## src/rtl/cache_pkg.sv

```systemverilog
// Shared types for the CPU request master.
//   cmd_t          : one queued command (write flag, address, write data,
//                    read-check enable and expected read data)
//   master_state_t : request FSM states
//   sat_inc        : saturating increment used by the latency and event counters
package cache_pkg;

    localparam int CMD_ADDR_W = 11;
    localparam int CMD_DATA_W = 8;

    // "expect" is a reserved word, hence expect_val.
    typedef struct packed {
        logic                  write;
        logic [CMD_ADDR_W-1:0] addr;
        logic [CMD_DATA_W-1:0] wdata;
        logic                  check;
        logic [CMD_DATA_W-1:0] expect_val;
    } cmd_t;

    typedef enum logic [1:0] {
        IDLE  = 2'd0,
        ISSUE = 2'd1,
        WAIT  = 2'd2,
        DONE  = 2'd3
    } master_state_t;

    // Callers truncate the result back to their own width; max_value is
    // the all-ones value of that width.
    function automatic logic [31:0] sat_inc(input logic [31:0] value,
                                            input logic [31:0] max_value);
        return (value >= max_value) ? value : value + 32'd1;
    endfunction

endpackage

```

## src/rtl/cpu_req_master_if.sv

```systemverilog
// L1 cache CPU port bundle.
//   master : drives cpu_addr, cpu_data_in, cpu_read, cpu_write;
//            receives cpu_data_out, cpu_ready
//   slave  : the L1 side, directions mirrored
// cpu_read/cpu_write are level strobes held by the master for a fixed number
// of cycles; cpu_ready is a single-cycle completion pulse from the L1.
interface cpu_req_master_if #(
    parameter int ADDR_WIDTH = 11,
    parameter int DATA_WIDTH = 8
);
    logic [ADDR_WIDTH-1:0] cpu_addr;
    logic [DATA_WIDTH-1:0] cpu_data_in;
    logic                  cpu_read;
    logic                  cpu_write;
    logic [DATA_WIDTH-1:0] cpu_data_out;
    logic                  cpu_ready;

    modport master (
        output cpu_addr, cpu_data_in, cpu_read, cpu_write,
        input  cpu_data_out, cpu_ready
    );

    modport slave (
        input  cpu_addr, cpu_data_in, cpu_read, cpu_write,
        output cpu_data_out, cpu_ready
    );
endinterface

```

## src/rtl/req_fifo.sv

```systemverilog
// Synchronous command FIFO of cmd_t.
//   clk, rst    : clock, synchronous active-high reset (flushes pointers)
//   push, din   : write din when push and not full
//   pop, dout   : dout shows the head; pop advances it when not empty
//   full, empty : occupancy flags
// Pointers carry one extra wrap bit so full and empty are distinguishable
// without a separate counter; DEPTH must be a power of two.
module req_fifo
    import cache_pkg::*;
#(
    parameter int DEPTH = 4
) (
    input  logic clk,
    input  logic rst,
    input  logic push,
    input  cmd_t din,
    input  logic pop,
    output cmd_t dout,
    output logic full,
    output logic empty
);
    localparam int AW = $clog2(DEPTH);
    localparam logic [AW:0] PTR_ONE = {{AW{1'b0}}, 1'b1};

    cmd_t          mem [DEPTH];
    logic [AW:0]   wr_ptr;
    logic [AW:0]   rd_ptr;

    assign empty = (wr_ptr == rd_ptr);
    assign full  = (wr_ptr[AW] != rd_ptr[AW]) &&
                   (wr_ptr[AW-1:0] == rd_ptr[AW-1:0]);
    assign dout  = mem[rd_ptr[AW-1:0]];

    always_ff @(posedge clk) begin
        if (rst) begin
            wr_ptr <= '0;
            rd_ptr <= '0;
        end else begin
            if (push && !full) begin
                wr_ptr <= wr_ptr + PTR_ONE;
            end
            if (pop && !empty) begin
                rd_ptr <= rd_ptr + PTR_ONE;
            end
        end
    end

    // Storage has no reset; only entries between the pointers are ever read.
    always_ff @(posedge clk) begin
        if (!rst && push && !full) begin
            mem[wr_ptr[AW-1:0]] <= din;
        end
    end
endmodule

```

## src/rtl/cpu_req_master.sv

```systemverilog
// CPU-side initiator for the L1 cache port.
//   clk, rst        : clock, synchronous active-high reset
//   cmd_*           : command queue input (valid/ready)
//   cpu             : L1 CPU port (master modport)
//   rsp_*           : per-command result, rsp_valid pulses once per command,
//                     the other rsp_* hold until the next pulse
//   op_count        : completed commands, saturating
//   err_count       : mismatches plus timeouts, saturating
//   busy            : FSM active or commands queued
//   dbg_state       : current FSM state
// Handshake: a command transfers on every rising edge where cmd_valid and
// cmd_ready are both 1; cmd_ready depends only on queue occupancy, never on
// cmd_valid, and the offering side must hold its fields stable until then.
module cpu_req_master
    import cache_pkg::*;
#(
    parameter int ADDR_WIDTH = CMD_ADDR_W,
    parameter int DATA_WIDTH = CMD_DATA_W,
    parameter int FIFO_DEPTH = 4,
    parameter int REQ_HOLD   = 2,
    parameter int TIMEOUT    = 1023,
    parameter int LAT_WIDTH  = 10
) (
    input  logic                  clk,
    input  logic                  rst,
    input  logic                  cmd_valid,
    output logic                  cmd_ready,
    input  logic                  cmd_write,
    input  logic [ADDR_WIDTH-1:0] cmd_addr,
    input  logic [DATA_WIDTH-1:0] cmd_wdata,
    input  logic                  cmd_check,
    input  logic [DATA_WIDTH-1:0] cmd_expect,
    cpu_req_master_if.master      cpu,
    output logic                  rsp_valid,
    output logic [DATA_WIDTH-1:0] rsp_data,
    output logic [LAT_WIDTH-1:0]  rsp_latency,
    output logic                  rsp_mismatch,
    output logic                  rsp_timeout,
    output logic [LAT_WIDTH-1:0]  op_count,
    output logic [LAT_WIDTH-1:0]  err_count,
    output logic                  busy,
    output master_state_t         dbg_state
);
    localparam int HW = $clog2(REQ_HOLD + 1);
    localparam int TW = $clog2(TIMEOUT + 1);
    localparam logic [HW-1:0] HOLD_LAST = HW'(REQ_HOLD);
    // wait_cnt counts WAIT cycles already spent, so TIMEOUT-1 marks the last one.
    localparam logic [TW-1:0] WAIT_LAST = TW'(TIMEOUT - 1);
    localparam logic [31:0]   CNT_MAX   = (32'd1 << LAT_WIDTH) - 32'd1;

    cmd_t                  cmd_in;
    cmd_t                  head;
    logic                  fifo_full;
    logic                  fifo_empty;
    logic                  pop;

    master_state_t         state;
    logic [HW-1:0]         hold_cnt;
    logic [TW-1:0]         wait_cnt;
    logic [LAT_WIDTH-1:0]  lat;
    logic                  work_write;
    logic                  work_check;
    logic [DATA_WIDTH-1:0] work_expect;

    logic [LAT_WIDTH-1:0]  lat_next;
    logic [LAT_WIDTH-1:0]  op_next;
    logic [LAT_WIDTH-1:0]  err_next;
    logic                  read_mismatch;

    assign cmd_in.write      = cmd_write;
    assign cmd_in.addr       = cmd_addr;
    assign cmd_in.wdata      = cmd_wdata;
    assign cmd_in.check      = cmd_check;
    assign cmd_in.expect_val = cmd_expect;

    assign cmd_ready = !fifo_full;
    assign pop       = (state == IDLE) && !fifo_empty;
    assign busy      = (state != IDLE) || !fifo_empty;
    assign dbg_state = state;

    assign lat_next = LAT_WIDTH'(sat_inc(32'(lat), CNT_MAX));
    assign op_next  = LAT_WIDTH'(sat_inc(32'(op_count), CNT_MAX));
    assign err_next = LAT_WIDTH'(sat_inc(32'(err_count), CNT_MAX));

    assign read_mismatch = work_check && !work_write &&
                           (cpu.cpu_data_out != work_expect);

    req_fifo #(
        .DEPTH (FIFO_DEPTH)
    ) u_fifo (
        .clk   (clk),
        .rst   (rst),
        .push  (cmd_valid && cmd_ready),
        .din   (cmd_in),
        .pop   (pop),
        .dout  (head),
        .full  (fifo_full),
        .empty (fifo_empty)
    );

    always_ff @(posedge clk) begin
        if (rst) begin
            state           <= IDLE;
            hold_cnt        <= '0;
            wait_cnt        <= '0;
            lat             <= '0;
            work_write      <= 1'b0;
            work_check      <= 1'b0;
            work_expect     <= '0;
            cpu.cpu_addr    <= '0;
            cpu.cpu_data_in <= '0;
            cpu.cpu_read    <= 1'b0;
            cpu.cpu_write   <= 1'b0;
            rsp_valid       <= 1'b0;
            rsp_data        <= '0;
            rsp_latency     <= '0;
            rsp_mismatch    <= 1'b0;
            rsp_timeout     <= 1'b0;
            op_count        <= '0;
            err_count       <= '0;
        end else begin
            rsp_valid <= 1'b0;
            unique case (state)
                IDLE: begin
                    if (!fifo_empty) begin
                        // Pop and first ISSUE cycle share this edge.
                        work_write      <= head.write;
                        work_check      <= head.check;
                        work_expect     <= head.expect_val;
                        cpu.cpu_addr    <= head.addr;
                        cpu.cpu_data_in <= head.wdata;
                        cpu.cpu_read    <= !head.write;
                        cpu.cpu_write   <= head.write;
                        hold_cnt        <= HW'(1);
                        lat             <= LAT_WIDTH'(1);
                        state           <= ISSUE;
                    end
                end
                ISSUE: begin
                    // cpu_ready is deliberately ignored while strobing.
                    lat <= lat_next;
                    if (hold_cnt == HOLD_LAST) begin
                        cpu.cpu_read  <= 1'b0;
                        cpu.cpu_write <= 1'b0;
                        wait_cnt      <= '0;
                        state         <= WAIT;
                    end else begin
                        hold_cnt <= hold_cnt + HW'(1);
                    end
                end
                WAIT: begin
                    if (cpu.cpu_ready) begin
                        rsp_valid    <= 1'b1;
                        rsp_data     <= work_write ? '0 : cpu.cpu_data_out;
                        rsp_latency  <= lat;
                        rsp_mismatch <= read_mismatch;
                        rsp_timeout  <= 1'b0;
                        op_count     <= op_next;
                        if (read_mismatch) begin
                            err_count <= err_next;
                        end
                        state <= DONE;
                    end else if (wait_cnt == WAIT_LAST) begin
                        rsp_valid    <= 1'b1;
                        rsp_data     <= '0;
                        rsp_latency  <= lat;
                        rsp_mismatch <= 1'b0;
                        rsp_timeout  <= 1'b1;
                        op_count     <= op_next;
                        err_count    <= err_next;
                        state        <= DONE;
                    end else begin
                        wait_cnt <= wait_cnt + TW'(1);
                        lat      <= lat_next;
                    end
                end
                DONE: begin
                    state <= IDLE;
                end
                default: begin
                    state <= IDLE;
                end
            endcase
        end
    end
endmodule

```

## src/flat_wrapper.sv

```systemverilog
// flat-port wrapper written by rule: the top's interface ports become plain ports
module cpu_req_master_flat import cache_pkg::*;
#(
    parameter int ADDR_WIDTH = CMD_ADDR_W,
    parameter int DATA_WIDTH = CMD_DATA_W,
    parameter int FIFO_DEPTH = 4,
    parameter int REQ_HOLD   = 2,
    parameter int TIMEOUT    = 1023,
    parameter int LAT_WIDTH  = 10
)
  (clk, rst, cmd_valid, cmd_ready, cmd_write, cmd_addr, cmd_wdata, cmd_check, cmd_expect, rsp_valid, rsp_data, rsp_latency, rsp_mismatch, rsp_timeout, op_count, err_count, busy, dbg_state, cpu_cpu_addr, cpu_cpu_data_in, cpu_cpu_read, cpu_cpu_write, cpu_cpu_data_out, cpu_cpu_ready);
  cpu_req_master_if #(.ADDR_WIDTH(ADDR_WIDTH), .DATA_WIDTH(DATA_WIDTH)) cpu_i ();
  input  logic clk;
  input  logic rst;
  input  logic cmd_valid;
  output logic cmd_ready;
  input  logic cmd_write;
  input  logic [ADDR_WIDTH-1:0] cmd_addr;
  input  logic [DATA_WIDTH-1:0] cmd_wdata;
  input  logic cmd_check;
  input  logic [DATA_WIDTH-1:0] cmd_expect;
  output logic rsp_valid;
  output logic [DATA_WIDTH-1:0] rsp_data;
  output logic [LAT_WIDTH-1:0] rsp_latency;
  output logic rsp_mismatch;
  output logic rsp_timeout;
  output logic [LAT_WIDTH-1:0] op_count;
  output logic [LAT_WIDTH-1:0] err_count;
  output logic busy;
  output master_state_t dbg_state;
  output wire logic [$bits(cpu_i.cpu_addr)-1:0] cpu_cpu_addr;
  output wire logic [$bits(cpu_i.cpu_data_in)-1:0] cpu_cpu_data_in;
  output wire logic [$bits(cpu_i.cpu_read)-1:0] cpu_cpu_read;
  output wire logic [$bits(cpu_i.cpu_write)-1:0] cpu_cpu_write;
  input wire logic [$bits(cpu_i.cpu_data_out)-1:0] cpu_cpu_data_out;
  input wire logic [$bits(cpu_i.cpu_ready)-1:0] cpu_cpu_ready;
  assign cpu_cpu_addr = cpu_i.cpu_addr;
  assign cpu_cpu_data_in = cpu_i.cpu_data_in;
  assign cpu_cpu_read = cpu_i.cpu_read;
  assign cpu_cpu_write = cpu_i.cpu_write;
  assign cpu_i.cpu_data_out = cpu_cpu_data_out;
  assign cpu_i.cpu_ready = cpu_cpu_ready;
  cpu_req_master #(.ADDR_WIDTH(ADDR_WIDTH), .DATA_WIDTH(DATA_WIDTH), .FIFO_DEPTH(FIFO_DEPTH), .REQ_HOLD(REQ_HOLD), .TIMEOUT(TIMEOUT), .LAT_WIDTH(LAT_WIDTH)) u_core (.clk(clk), .rst(rst), .cmd_valid(cmd_valid), .cmd_ready(cmd_ready), .cmd_write(cmd_write), .cmd_addr(cmd_addr), .cmd_wdata(cmd_wdata), .cmd_check(cmd_check), .cmd_expect(cmd_expect), .cpu(cpu_i), .rsp_valid(rsp_valid), .rsp_data(rsp_data), .rsp_latency(rsp_latency), .rsp_mismatch(rsp_mismatch), .rsp_timeout(rsp_timeout), .op_count(op_count), .err_count(err_count), .busy(busy), .dbg_state(dbg_state));
endmodule
```

## config.mk

```make
export PLATFORM = sky130hd
export DESIGN_NAME = cpu_req_master_flat
export DESIGN_NICKNAME = d
export VERILOG_FILES = /design/src/rtl/cache_pkg.sv /design/src/rtl/cpu_req_master_if.sv /design/src/rtl/req_fifo.sv /design/src/rtl/cpu_req_master.sv /design/src/flat_wrapper.sv
export SDC_FILE = /design/constraint.sdc
export NUM_CORES = 1
export LEC_CHECK = 0
export BUFFER_PORTS_ARGS = -buffer_cell sky130_fd_sc_hd__buf_4
export CORE_MARGIN = 10
export CORE_UTILIZATION = 60
export CTS_BUF_LIST = sky130_fd_sc_hd__clkbuf_4
export CTS_CLUSTER_DIAMETER = 30
export DETAILED_ROUTE_END_ITERATION = 8
export PLACE_DENSITY = 0.81
export SLEW_MARGIN = 20
export SYNTH_ARGS = -nofsm -noshare
export SYNTH_HDL_FRONTEND = slang
export SYNTH_SLANG_ARGS = --single-unit
```

## constraint.sdc

```tcl
create_clock -name clk -period 2.7 [get_ports clk]
set_input_delay 0.27 -clock clk [delete_from_list [all_inputs] [get_ports clk]]
set_output_delay 0.27 -clock clk [all_outputs]
set_load 0.03 [all_outputs]
```

==> flow_summary.json, run 1 <==
{
  "sinks_on_clock_net": 220,
  "timing.critical_path.from_type": "flip-flop",
  "fill_count": 840,
  "stdcell_count": 1119,
  "grt_pass1_wl_mm": 34.0,
  "crit_required_ps": 3230,
  "power.share.combinational": 0.302,
  "floorplan.initialDensity": 0.607,
  "power_per_cell_area_mw_per_mm2": 887,
  "die_h_microns": 141,
  "setup_ws_post_layout_ps": 280,
  "reg2reg_setup_slack_ps": 280,
  "worstHoldPathType": "input pin to flip-flop",
  "synth_edf_count": 116,
  "wirelength_routed_mm": 21.1,
  "antenna_violations_before_repair": 0,
  "synthesis.nets": 747,
  "global_route_congestion_overflow_total": 0,
  "placedCellCount": 967,
  "number_of_buffers_created_by_cts": 56,
  "worstSkewPairLatency_ps": 680,
  "placedInstanceArea_sq_mm": 0.00984,
  "critical_path_arrival_ps": 2950,
  "reg2reg_depth": 7,
  "final.setup.tns_ps": 0,
  "first_global_vias": 6663,
  "cts.root.buffer_cell": "sky130_fd_sc_hd__clkbuf_4",
  "postLayoutCellArea_sq_mm": 0.0110,
  "finalHoldViolCount": 0,
  "clock_power_share": 0.278,
  "postSynth.asyncResetShare": 0,
  "timing_max_transition_violations_final": 0,
  "pin_count_of_the_biggest_net_entering_global_routing": 45,
  "cts_max_path_buffers": 3,
  "drt_first_iter_violations": 438,
  "irDropWorstVdd_uv": 644,
  "leakage_nw": 4.14,
  "area.sequential_sq_mm": 0.00557,
  "syn-mean-instance-area_sq_um": 12.6,
  "fin_util": 0.766,
  "critical-path-slowest-cell": "sky130_fd_sc_hd__dlygate4sd3_1",
  "synth_ff_type": "sky130_fd_sc_hd__edfxtp_1",
  "placement_rows": 44,
  "r2r_start": "u_core.dbg_state[0]",
  "mostFrequentLayoutCell": "sky130_fd_sc_hd__buf_4",
  "crit_path_end_kind": "flip-flop",
  "max_cap_violations": 0,
  "timing.critical_path.cells": "inv_1 -> ha_1 -> nand3_1 -> o31a_2 -> a22oi_1 -> nor2_1 -> dlygate4sd3_1",
  "power.share.sequential": 0.420,
  "io-pin-count": 107,
  "cell_internal_power_mw": 6.44,
  "final_antenna_net_count": 0,
  "htreeDepth": 2,
  "timing.critical_path.slowest_cell_delay_ps": 570,
  "netlist_area_sq_mm": 0.00873,
  "slew_at_the_pin_closest_to_its_max_slew_limit_ps": 691,
  "drt-vias-per-instance": 5.66,
  "max_freq_mhz": 413,
  "power.net_switching_mw": 3.33,
  "route.vias.total": 6332,
  "synth_sequential_area_ratio": 0.638,
  "run_status": "finished, final reports clean",
  "ys_ff_latch": 220,
  "count_of_yosys_warnings_during_synthesis": 0,
  "dp_slack_ps": 372,
  "report.final.setup_viol": 0,
  "final_clock_skew_ps": 44.3,
  "rsz_0062_raised_after_global_routing": "false",
  "post_synth_inst_count": 690,
  "multi_input_gate_area_sq_mm": 0.00301,
  "route.detailed.wl_per_inst_microns": 18.9,
  "die_area_sq_mm": 0.0198,
  "power.share.switching": 0.341,
  "replace_congestion": 0.822,
  "synthToLayoutAreaGrowth_pct": 26.2,
  "design.core.area_sq_mm": 0.0144,
  "max-slew-margin-rel": 0.534,
  "final.period_utilization": 0.896,
  "synth_cell_types": 48,
  "critical_path.startpoint": "u_core.dbg_state[0]",
  "port-buffer-count": 106,
  "firstDrtPassIters": 5,
  "critical_path_peak_fanout": 21,
  "timing.setup.critical_path_class": "flip-flop to flip-flop",
  "detailed_place_hpwl_mm": 12.6,
  "drc_errors": 0,
  "layout-drive-gt1-share": 0.276,
  "fp.dieW_microns": 141,
  "final_cell_mix": "sky130_fd_sc_hd__buf_4, sky130_fd_sc_hd__edfxtp_1, sky130_fd_sc_hd__nand2_1",
  "period_needed_ps": 2420,
  "finalNetCount": 944,
  "destination_of_the_critical_timing_path": "u_core.rsp_data[3]",
  "crit-reg2reg-capture": "u_core.rsp_data[3]",
  "clk_pin_slew_ps": 70,
  "global_route.usage.total": 0.211,
  "cts_tree": "yes"
}
critical path, delay by kind of cell (launching register included):
family / cells / cell delay [ps]
AND/OR/NAND/NOR: 2 / 230
buffers and inverters: 2 / 700
flip-flops: 1 / 350
adder cells (fa/ha/maj): 1 / 210
AO/OA/AOI/OAI: 2 / 810
Yosys cell counts (all sizes together), types with 8 or more instances:
cell type    n  area (sq um)
clkbuf      24          90.1
nand2      110           423
dfxtp      104          2080
xor2        18           165
edfxtp     116          3480
nand4       11          83.8
nand3       19          95.1
a21oi       57           289
a22oi       10          75.1
nor2        63           236
mux4        29           653
o21ai       10          50.1
xnor2       22           193
ha          16           200
inv         10          37.5
and3         8          50.1
worst min path at each step:
stage,start,endpoint,slack [ps],depth (start not counted)
global placement,u_core.cpu.cpu_data_in[2],u_core.cpu.cpu_data_in[2],440,2
CTS,cmd_addr[9],u_core.u_fifo.mem[1][26],280,2
global route,cmd_expect[3],u_core.u_fifo.mem[3][3],290,2
floorplan,cmd_expect[0],u_core.u_fifo.mem[0][0],370,0
detailed placement,u_core.cpu.cpu_data_in[7],u_core.cpu.cpu_data_in[7],450,2
finish,cmd_addr[7],u_core.u_fifo.mem[0][24],330,2
cell type report:
type | instances | area share
sequential | 220 | 0.506
timing repair buffer | 169 | 0.132
inverter | 10 | 0.00341
antenna | 1 | 0.000227
clock inverter | 27 | 0.0109
multi-input combinational | 430 | 0.274
clock buffer | 78 | 0.0532
tap | 184 | 0.0209
cells by family (layout without fill, tap and decap cells):
group | Yosys count | in the layout | share of synthesized area
other | 0 | 1 | 0
AOI/OAI and AO/OA | 96 | 96 | 0.0665
buffers and inverters | 40 | 284 | 0.0184
DFF | 220 | 220 | 0.638
adders and majority gates | 16 | 16 | 0.0229
xor gates and xnor gates | 40 | 40 | 0.0410
and+or+nand+nor | 241 | 241 | 0.129
muxes | 37 | 37 | 0.0847
power groups by stage:
stage	combinational [mW]	clock, mW	sequential (mW)
final	2.95	2.72	4.10
after global routing	3.20	2.97	4.13
after CTS	2.90	2.76	4.09
after detailed placement	2.84	0	4.16
after global placement	2.75	0	4.14
after floorplan	1.68	0	4.34
state kept, by name (all words and copies together) (netlist names), named ones only:
| name | count |
|---|---|
| u_core.u_fifo.mem | 116 |
| u_core.u_fifo.wr_ptr | 3 |
| u_core.rsp_latency | 10 |
| u_core.cpu.cpu_data_in | 8 |
| u_core.work_expect | 8 |
| u_core.err_count | 10 |
| u_core.rsp_mismatch | 1 |
| u_core.cpu.cpu_addr | 11 |
| u_core.work_write | 1 |
| u_core.rsp_valid | 1 |
| u_core.work_check | 1 |
| u_core.rsp_data | 8 |
| u_core.wait_cnt | 10 |
| u_core.dbg_state | 2 |
| u_core.lat | 10 |
| u_core.op_count | 10 |
| u_core.u_fifo.rd_ptr | 3 |
| u_core.hold_cnt | 2 |
| u_core.cpu.cpu_read | 1 |
| u_core.cpu.cpu_write | 1 |
| u_core.rsp_timeout | 1 |
per-layer routing:
metal  vias up  part of all wire  GRT usage
met2       250              0.52      0.363
met1      3088              0.38      0.239
met4         0             0.033      0.102
met3        59             0.071     0.0568
li1       2935                 -          -
met5         -                 0          0
repair_timing:
item | CTS | global route
setup buffers | 0 | 1
hold buffers | 45 | 0
endpoints found under the hold margin | 140 | 0
setup endpoints to repair | 0 | 6
gates resized for setup | 0 | 1
stage by stage:
step	power [mW]	hold WS (ps)
after global routing	10.3	291
after CTS	9.76	282
final	9.77	329
after global placement	6.89	444
after detailed placement	7.00	448
after floorplan	6.02	369
No activity file was read; power rests on OpenSTA's default activity.
==> inputs of run 2 (changes only) <==
--- a/config.mk
+++ b/config.mk
@@ -6,6 +6,7 @@
 export NUM_CORES = 1
 export LEC_CHECK = 0
 export BUFFER_PORTS_ARGS = -buffer_cell sky130_fd_sc_hd__buf_4
+export CORE_ASPECT_RATIO = 0.7
 export CORE_MARGIN = 10
 export CORE_UTILIZATION = 60
 export CTS_BUF_LIST = sky130_fd_sc_hd__clkbuf_4
@@ -16,3 +17,4 @@
 export SYNTH_ARGS = -nofsm -noshare
 export SYNTH_HDL_FRONTEND = slang
 export SYNTH_SLANG_ARGS = --single-unit
+export TNS_END_PERCENT = 20
==> run 2 against run 1 <==
Against the previous run: final area down 0.87%; power down 0.67%; largest cell class unchanged; die area up 0.39%; maximum frequency down 3.7%; highest routed layer unchanged; critical path type unchanged; sequential cell count unchanged; non-clock buffer count down 7.
==> flow_summary.json, run 2 (synthesis results as in run 1) <==
{
  "timing.critical_path.from_type": "flip-flop",
  "route.detailed.wl_per_inst_microns": 19.2,
  "fin_util": 0.774,
  "pin_count_of_the_biggest_net_entering_global_routing": 56,
  "rsz_0062_raised_after_global_routing": "false",
  "crit_path_end_kind": "flip-flop",
  "design.core.area_sq_mm": 0.0141,
  "power.net_switching_mw": 3.25,
  "finalNetCount": 932,
  "finalHoldViolCount": 0,
  "r2r_start": "u_core.dbg_state[0]",
  "detailed_place_hpwl_mm": 13.3,
  "number_of_buffers_created_by_cts": 51,
  "grt_busiest_layer": "met2",
  "synthToLayoutAreaGrowth_pct": 25.1,
  "final_clock_skew_ps": 23.1,
  "worstSkewPairLatency_ps": 620,
  "max-slew-margin-rel": 0.551,
  "htreeDepth": 2,
  "met1_usage": 0.265,
  "final_antenna_net_count": 0,
  "final.setup.tns_ps": 0,
  "worstHoldPathType": "input pin to flip-flop",
  "die_area_sq_mm": 0.0198,
  "final_cell_mix": "sky130_fd_sc_hd__buf_4, sky130_fd_sc_hd__edfxtp_1, sky130_fd_sc_hd__nand2_1",
  "firstDrtPassIters": 5,
  "mostFrequentLayoutCell": "sky130_fd_sc_hd__buf_4",
  "critical_path_arrival_ps": 3070,
  "clock_power_share": 0.285,
  "max_cap_violations": 0,
  "cell_internal_power_mw": 6.46,
  "floorplan.initialDensity": 0.619,
  "irDropWorstVdd_uv": 501,
  "replace_congestion": 0.860,
  "period_needed_ps": 2510,
  "sinks_on_clock_net": 220,
  "timing_max_transition_violations_final": 0,
  "max_freq_mhz": 398,
  "holdPathEnd": "u_core.op_count[9]",
  "placement_rows": 36,
  "first_global_vias": 6484,
  "cts_max_path_buffers": 3,
  "die_h_microns": 121,
  "power.share.sequential": 0.417,
  "leakage_nw": 4.07,
  "layout-drive-gt1-share": 0.278,
  "fill_count": 862,
  "run_status": "finished, final reports clean",
  "global_route.usage.total": 0.212,
  "route.vias.total": 6207,
  "critical_path_peak_fanout": 9,
  "timing.setup.critical_path_class": "flip-flop to flip-flop",
  "final.period_utilization": 0.931,
  "fp.dieW_microns": 164,
  "antenna_violations_before_repair": 1,
  "grt_pass1_wl_mm": 33.8,
  "worst_hold_startpoint": "rst",
  "clk_pin_slew_ps": 80,
  "power.share.switching": 0.335,
  "largest_register_ffs": 116,
  "global_route_track_usage_on_met3": 0.0485,
  "reg2reg_setup_slack_ps": 190,
  "wirelength_routed_mm": 21.3,
  "postCtsSetupBuffers": 0,
  "drt_first_iter_violations": 445,
  "global_route_congestion_overflow_total": 0,
  "power.share.combinational": 0.299,
  "grt.met2_usage": 0.365,
  "crit-reg2reg-capture": "u_core.lat[7]",
  "drt-vias-per-instance": 5.60,
  "port-buffer-count": 106,
  "reg2reg_depth": 9,
  "io-pin-count": 107,
  "crit_required_ps": 3260,
  "power_per_cell_area_mw_per_mm2": 889,
  "drc_errors": 0,
  "cts_tree": "yes",
  "slew_at_the_pin_closest_to_its_max_slew_limit_ps": 672,
  "report.final.setup_viol": 0,
  "cts.root.buffer_cell": "sky130_fd_sc_hd__clkbuf_4",
  "worst_hold_path.num_cells": 2
}
==> run 2: worst max-delay path by stage <==
stage / from / slack [ps] / endpoint
6_report: u_core.dbg_state[0] / 190 / u_core.lat[7]
4_1_cts: u_core.dbg_state[0] / 140 / u_core.wait_cnt[6]
2_1_floorplan: u_core.u_fifo.wr_ptr[1] / 200 / u_core.u_fifo.mem[0][0]
5_1_grt: u_core.dbg_state[0] / 0.1 / u_core.lat[7]
3_3_place_gp: u_core.dbg_state[0] / 370 / u_core.wait_cnt[6]
3_5_place_dp: u_core.dbg_state[0] / 180 / u_core.wait_cnt[6]
==> run 2: area by class of cell <==
class                      instances  area [sq um]  area share
antenna                            1          2.50    0.000229
clock buffer                      81           608      0.0557
clock inverter                    15          91.3     0.00837
inverter                          10          37.5     0.00344
multi-input combinational        430          3010       0.276
sequential                       220          5570       0.510
tap                              190           238      0.0218
timing repair buffer             162          1360       0.125
==> run 2: metal layers <==
metal	vias up	wire [microns]	share of wire
met4	0	284	0.013
met2	250	10900	0.51
met1	3029	8670	0.41
li1	2902	-	-
met3	26	1520	0.071
met5	-	0	0
==> run 2: critical path, stage by stage (launching register included) <==
cell and delay, ps:
sky130_fd_sc_hd__dfxtp_1 380, sky130_fd_sc_hd__inv_1 120, sky130_fd_sc_hd__ha_1 330, sky130_fd_sc_hd__nand2_1 210, sky130_fd_sc_hd__o31ai_4 130, sky130_fd_sc_hd__buf_4 190, sky130_fd_sc_hd__nor4_4 420, sky130_fd_sc_hd__nand2_2 130
sky130_fd_sc_hd__or4_1 420, sky130_fd_sc_hd__a21oi_1 130
==> run 2: per-stage QoR <==
step / instances / cell area, sq um / hold slack [ps] / power (mW) / setup slack [ps]
6_report: 1109 / 10900 / 158 / 9.71 / 187
5_1_grt: 1109 / 10900 / 149 / 10.2 / 0.109
4_1_cts: 1108 / 10900 / 131 / 9.70 / 141
3_5_place_dp: 973 / 9820 / 449 / 6.92 / 184
3_3_place_gp: 973 / 9820 / 442 / 6.79 / 367
2_1_floorplan: 690 / 8730 / 369 / 6.02 / 204
==> run 2: timing repair <==
item / CTS / global route
hold buffers: 39 / 0
hold endpoints to repair: 126 / 0
endpoints found under the setup margin: 0 / 2
gates resized for setup: 0 / 2
==> run 2: power by group through the flow <==
| stage | Sequential [mW] | Clock [mW] | Combinational, mW |
|---|---|---|---|
| after floorplan | 4.34 | 0 | 1.68 |
| after global placement | 4.08 | 0 | 2.71 |
| after detailed placement | 4.10 | 0 | 2.81 |
| after CTS | 4.03 | 2.79 | 2.88 |
| after global routing | 4.07 | 2.99 | 3.13 |
| final | 4.04 | 2.76 | 2.90 |
==> inputs of run 3 (changes only) <==
--- a/config.mk
+++ b/config.mk
@@ -16,5 +16,6 @@
 export SLEW_MARGIN = 20
 export SYNTH_ARGS = -nofsm -noshare
 export SYNTH_HDL_FRONTEND = slang
+export SYNTH_HIERARCHICAL = 1
 export SYNTH_SLANG_ARGS = --single-unit
 export TNS_END_PERCENT = 20
==> run 3 against run 2 <==
Against the previous run: die area grew 1.7%; sequential share of layout area shrank 0.65 points; routed wire length shrank 6.5%; power grew 1.3%; maximum frequency shrank 1.0%; hold slack lost 90 ps; worst setup slack lost 26 ps; via count grew 3.5%; register-to-register slack lost 30 ps; first-iteration DRC count grew 34%; clock power shrank 3%; utilization shrank 1.8 points; critical path type unchanged.
==> flow_summary.json, run 3 <==
{
  "run_status": "finished, final reports clean",
  "synth_cell_types": 48,
  "critical_path_arrival_ps": 3080,
  "grt.met2_usage": 0.318,
  "grt_busiest_layer": "met2",
  "critical_path.startpoint": "u_core/dbg_state[0]",
  "cts_tree": "yes",
  "wirelength_routed_mm": 19.9,
  "io-pin-count": 107,
  "report.final.setup_viol": 0,
  "finalHoldViolCount": 0,
  "yosys.area.top_type": "sky130_fd_sc_hd__edfxtp_1",
  "timing.critical_path.from_type": "flip-flop",
  "count_of_yosys_warnings_during_synthesis": 6,
  "final_antenna_net_count": 0,
  "cts.root.buffer_cell": "sky130_fd_sc_hd__clkbuf_4",
  "critical_path_peak_fanout": 9,
  "htreeDepth": 2,
  "worstSkewPairLatency_ps": 620,
  "synthToLayoutAreaGrowth_pct": 24.3,
  "max-slew-margin-rel": 0.456,
  "postSynth.asyncResetShare": 0,
  "whs_ps": 67.5,
  "postCtsSetupBuffers": 0,
  "irDropWorstVdd_uv": 562,
  "number_of_buffers_created_by_cts": 51,
  "die_h_microns": 122,
  "final.period_utilization": 0.940,
  "period_needed_ps": 2540,
  "antenna_violations_before_repair": 1,
  "ys_ff_latch": 220,
  "mostFrequentLayoutCell": "sky130_fd_sc_hd__edfxtp_1",
  "detailed_place_hpwl_mm": 13.1,
  "syn-mean-instance-area_sq_um": 12.2,
  "design.core.area_sq_mm": 0.0146,
  "most_common_cell_in_the_netlist": "sky130_fd_sc_hd__edfxtp_1",
  "placement_rows": 37,
  "global_route_track_usage_on_met3": 0.0472,
  "route.detailed.wl_per_inst_microns": 17.5,
  "grt_pass1_wl_mm": 32.0,
  "die_area_sq_mm": 0.0202,
  "yosysTopAreaCellShare": 0.392,
  "largest_register_ffs": 116,
  "crit_path_end_kind": "flip-flop",
  "worstHoldPathType": "input pin to flip-flop",
  "synthesis.nets": 786,
  "netlist_top_cells_area": "sky130_fd_sc_hd__edfxtp_1, sky130_fd_sc_hd__dfxtp_1, sky130_fd_sc_hd__mux4_2",
  "port-buffer-count": 106,
  "synth_ff_type": "sky130_fd_sc_hd__edfxtp_1",
  "synth_commonest_cells": "sky130_fd_sc_hd__edfxtp_1, sky130_fd_sc_hd__nand2_1, sky130_fd_sc_hd__dfxtp_1",
  "drc_errors": 0,
  "drt_first_iter_violations": 595,
  "fill_count": 955,
  "global_route.usage.total": 0.195,
  "clock_power_share": 0.273,
  "power.share.sequential": 0.433,
  "firstDrtPassIters": 6,
  "met1_usage": 0.258,
  "pin_count_of_the_biggest_net_entering_global_routing": 56,
  "floorplan.initialDensity": 0.608,
  "reg2reg_setup_slack_ps": 160,
  "replace_congestion": 0.866,
  "destination_of_the_critical_timing_path": "u_core/lat[3]",
  "power_per_cell_area_mw_per_mm2": 889,
  "final_cell_mix": "sky130_fd_sc_hd__edfxtp_1, sky130_fd_sc_hd__buf_4, sky130_fd_sc_hd__nand2_1",
  "cell_internal_power_mw": 6.52,
  "crit_required_ps": 3240,
  "slew_at_the_pin_closest_to_its_max_slew_limit_ps": 815,
  "power.net_switching_mw": 3.31,
  "final.setup.tns_ps": 0,
  "crit-reg2reg-capture": "u_core/lat[3]",
  "cts_max_path_buffers": 3,
  "yosys.area_share.simple": 0.132,
  "route.vias.total": 6427,
  "final_clock_skew_ps": 38.2,
  "power.share.combinational": 0.294,
  "drt-vias-per-instance": 5.64,
  "r2r_start": "u_core/dbg_state[0]",
  "max_cap_violations": 0,
  "clk_pin_slew_ps": 70,
  "max_freq_mhz": 394,
  "synth_edf_count": 116,
  "fp.dieW_microns": 166,
  "layout-drive-gt1-share": 0.267,
  "sinks_on_clock_net": 220,
  "muxShareOfSynthArea": 0.0796,
  "netlist_area_sq_mm": 0.00890,
  "synth_sequential_area_ratio": 0.626,
  "post_synth_inst_count": 729,
  "finalNetCount": 960,
  "synth_compound_area_frac": 0.0831,
  "leakage_nw": 4.12,
  "power.share.switching": 0.337,
  "synth_top_family_by_area": "simple AND/OR/NAND/NOR gates",
  "first_global_vias": 6515,
  "rsz_0062_raised_after_global_routing": "false",
  "dp_slack_ps": 156,
  "post_synth_xor_area_fraction": 0.0315,
  "reg2reg_depth": 7,
  "timing_max_transition_violations_final": 0,
  "global_route_congestion_overflow_total": 0,
  "setup_ws_post_layout_ps": 161,
  "yosys.area_share.adder": 0.0225,
  "timing.setup.critical_path_class": "flip-flop to flip-flop"
}
==> run 3: cell count changes after synthesis, moves of 4 or more <==
| cell | delta |
|---|---|
| sky130_fd_sc_hd__a21oi_1 | +5 |
| sky130_fd_sc_hd__a31oi_1 | +7 |
| sky130_fd_sc_hd__and3_1 | +7 |
| sky130_fd_sc_hd__buf_1 | +5 |
| sky130_fd_sc_hd__inv_1 | +7 |
| sky130_fd_sc_hd__nand3b_1 | +4 |
| sky130_fd_sc_hd__nor2_1 | -11 |
| sky130_fd_sc_hd__o21ai_0 | +7 |
| sky130_fd_sc_hd__xnor2_1 | -10 |
==> run 3: repair_timing <==
action                     in CTS  in global routing
setup endpoints to repair       0                  7
hold endpoints to repair      124                  0
resized for setup               0                  5
hold buffers                   37                  0
==> run 3: worst max-delay path, cell delays in order (launching register included) <==
cell	delay (ps)
sky130_fd_sc_hd__dfxtp_1	390
sky130_fd_sc_hd__inv_1	120
sky130_fd_sc_hd__ha_1	320
sky130_fd_sc_hd__and3_1	230
sky130_fd_sc_hd__a31o_1	290
sky130_fd_sc_hd__or3_1	470
sky130_fd_sc_hd__or4_1	500
sky130_fd_sc_hd__a31oi_1	160
==> run 3: routing by layer <==
metal,part of all wire,up-vias
met5,0,-
met4,0.013,0
met2,0.48,234
met3,0.073,30
met1,0.43,3110
li1,-,3053
==> run 3: logic make-up (layout without fill, tap and decap cells) <==
kind of cell               count (synthesis)  after routing
and+or+nand+nor                          250            250
DFF                                      220            220
AOI/OAI and AO/OA                        123            123
buffers and inverters                     54            268
muxes                                     34             34
xor gates and xnor gates                  32             32
adders and majority gates                 16             16
other                                      0              1
==> run 3: final cells by class <==
type | count | area (sq um) | share of cell area
clock inverters | 13 | 81.3 | 0.00736
repair buffers | 158 | 1350 | 0.122
well taps | 195 | 244 | 0.0221
clock buffers | 80 | 601 | 0.0543
inverters | 17 | 63.8 | 0.00577
diodes | 1 | 2.50 | 0.000226
flip-flops and latches | 220 | 5570 | 0.503
multi-input cells | 455 | 3140 | 0.284
==> run 3: metrics by stage <==
step	instance area, sq um	total power, mW	utilization	cells
after global routing	11100	10.4	0.756	1139
after floorplan	8900	6.14	-	729
after detailed placement	9970	7.12	0.682	1008
final	11100	9.83	0.756	1139
after CTS	11000	9.85	0.754	1138
after global placement	9970	7.00	0.682	1008
==> run 3: worst min path at each step <==
stage	startpoint	end	slack (ps)	cells past startpoint
floorplan	cmd_expect[0]	u_core/u_fifo/mem[0][0]	370	0
global placement	u_core/cpu.cpu_addr[9]	u_core/cpu.cpu_addr[9]	440	2
detailed placement	u_core/rsp_latency[0]	u_core/rsp_latency[0]	450	2
CTS	cpu_cpu_ready	u_core/err_count[4]	40	4
global route	cpu_cpu_ready	u_core/err_count[2]	60	4
finish	cpu_cpu_ready	u_core/err_count[2]	70	4
==> run 3: power by group through the flow <==
stage          sequential, mW  combinational [mW]  clock [mW]
2_1_floorplan            4.56                1.58           0
3_3_place_gp             4.29                2.71           0
3_5_place_dp             4.33                2.79           0
4_1_cts                  4.25                2.84        2.75
5_1_grt                  4.31                3.15        2.94
6_report                 4.26                2.89        2.69
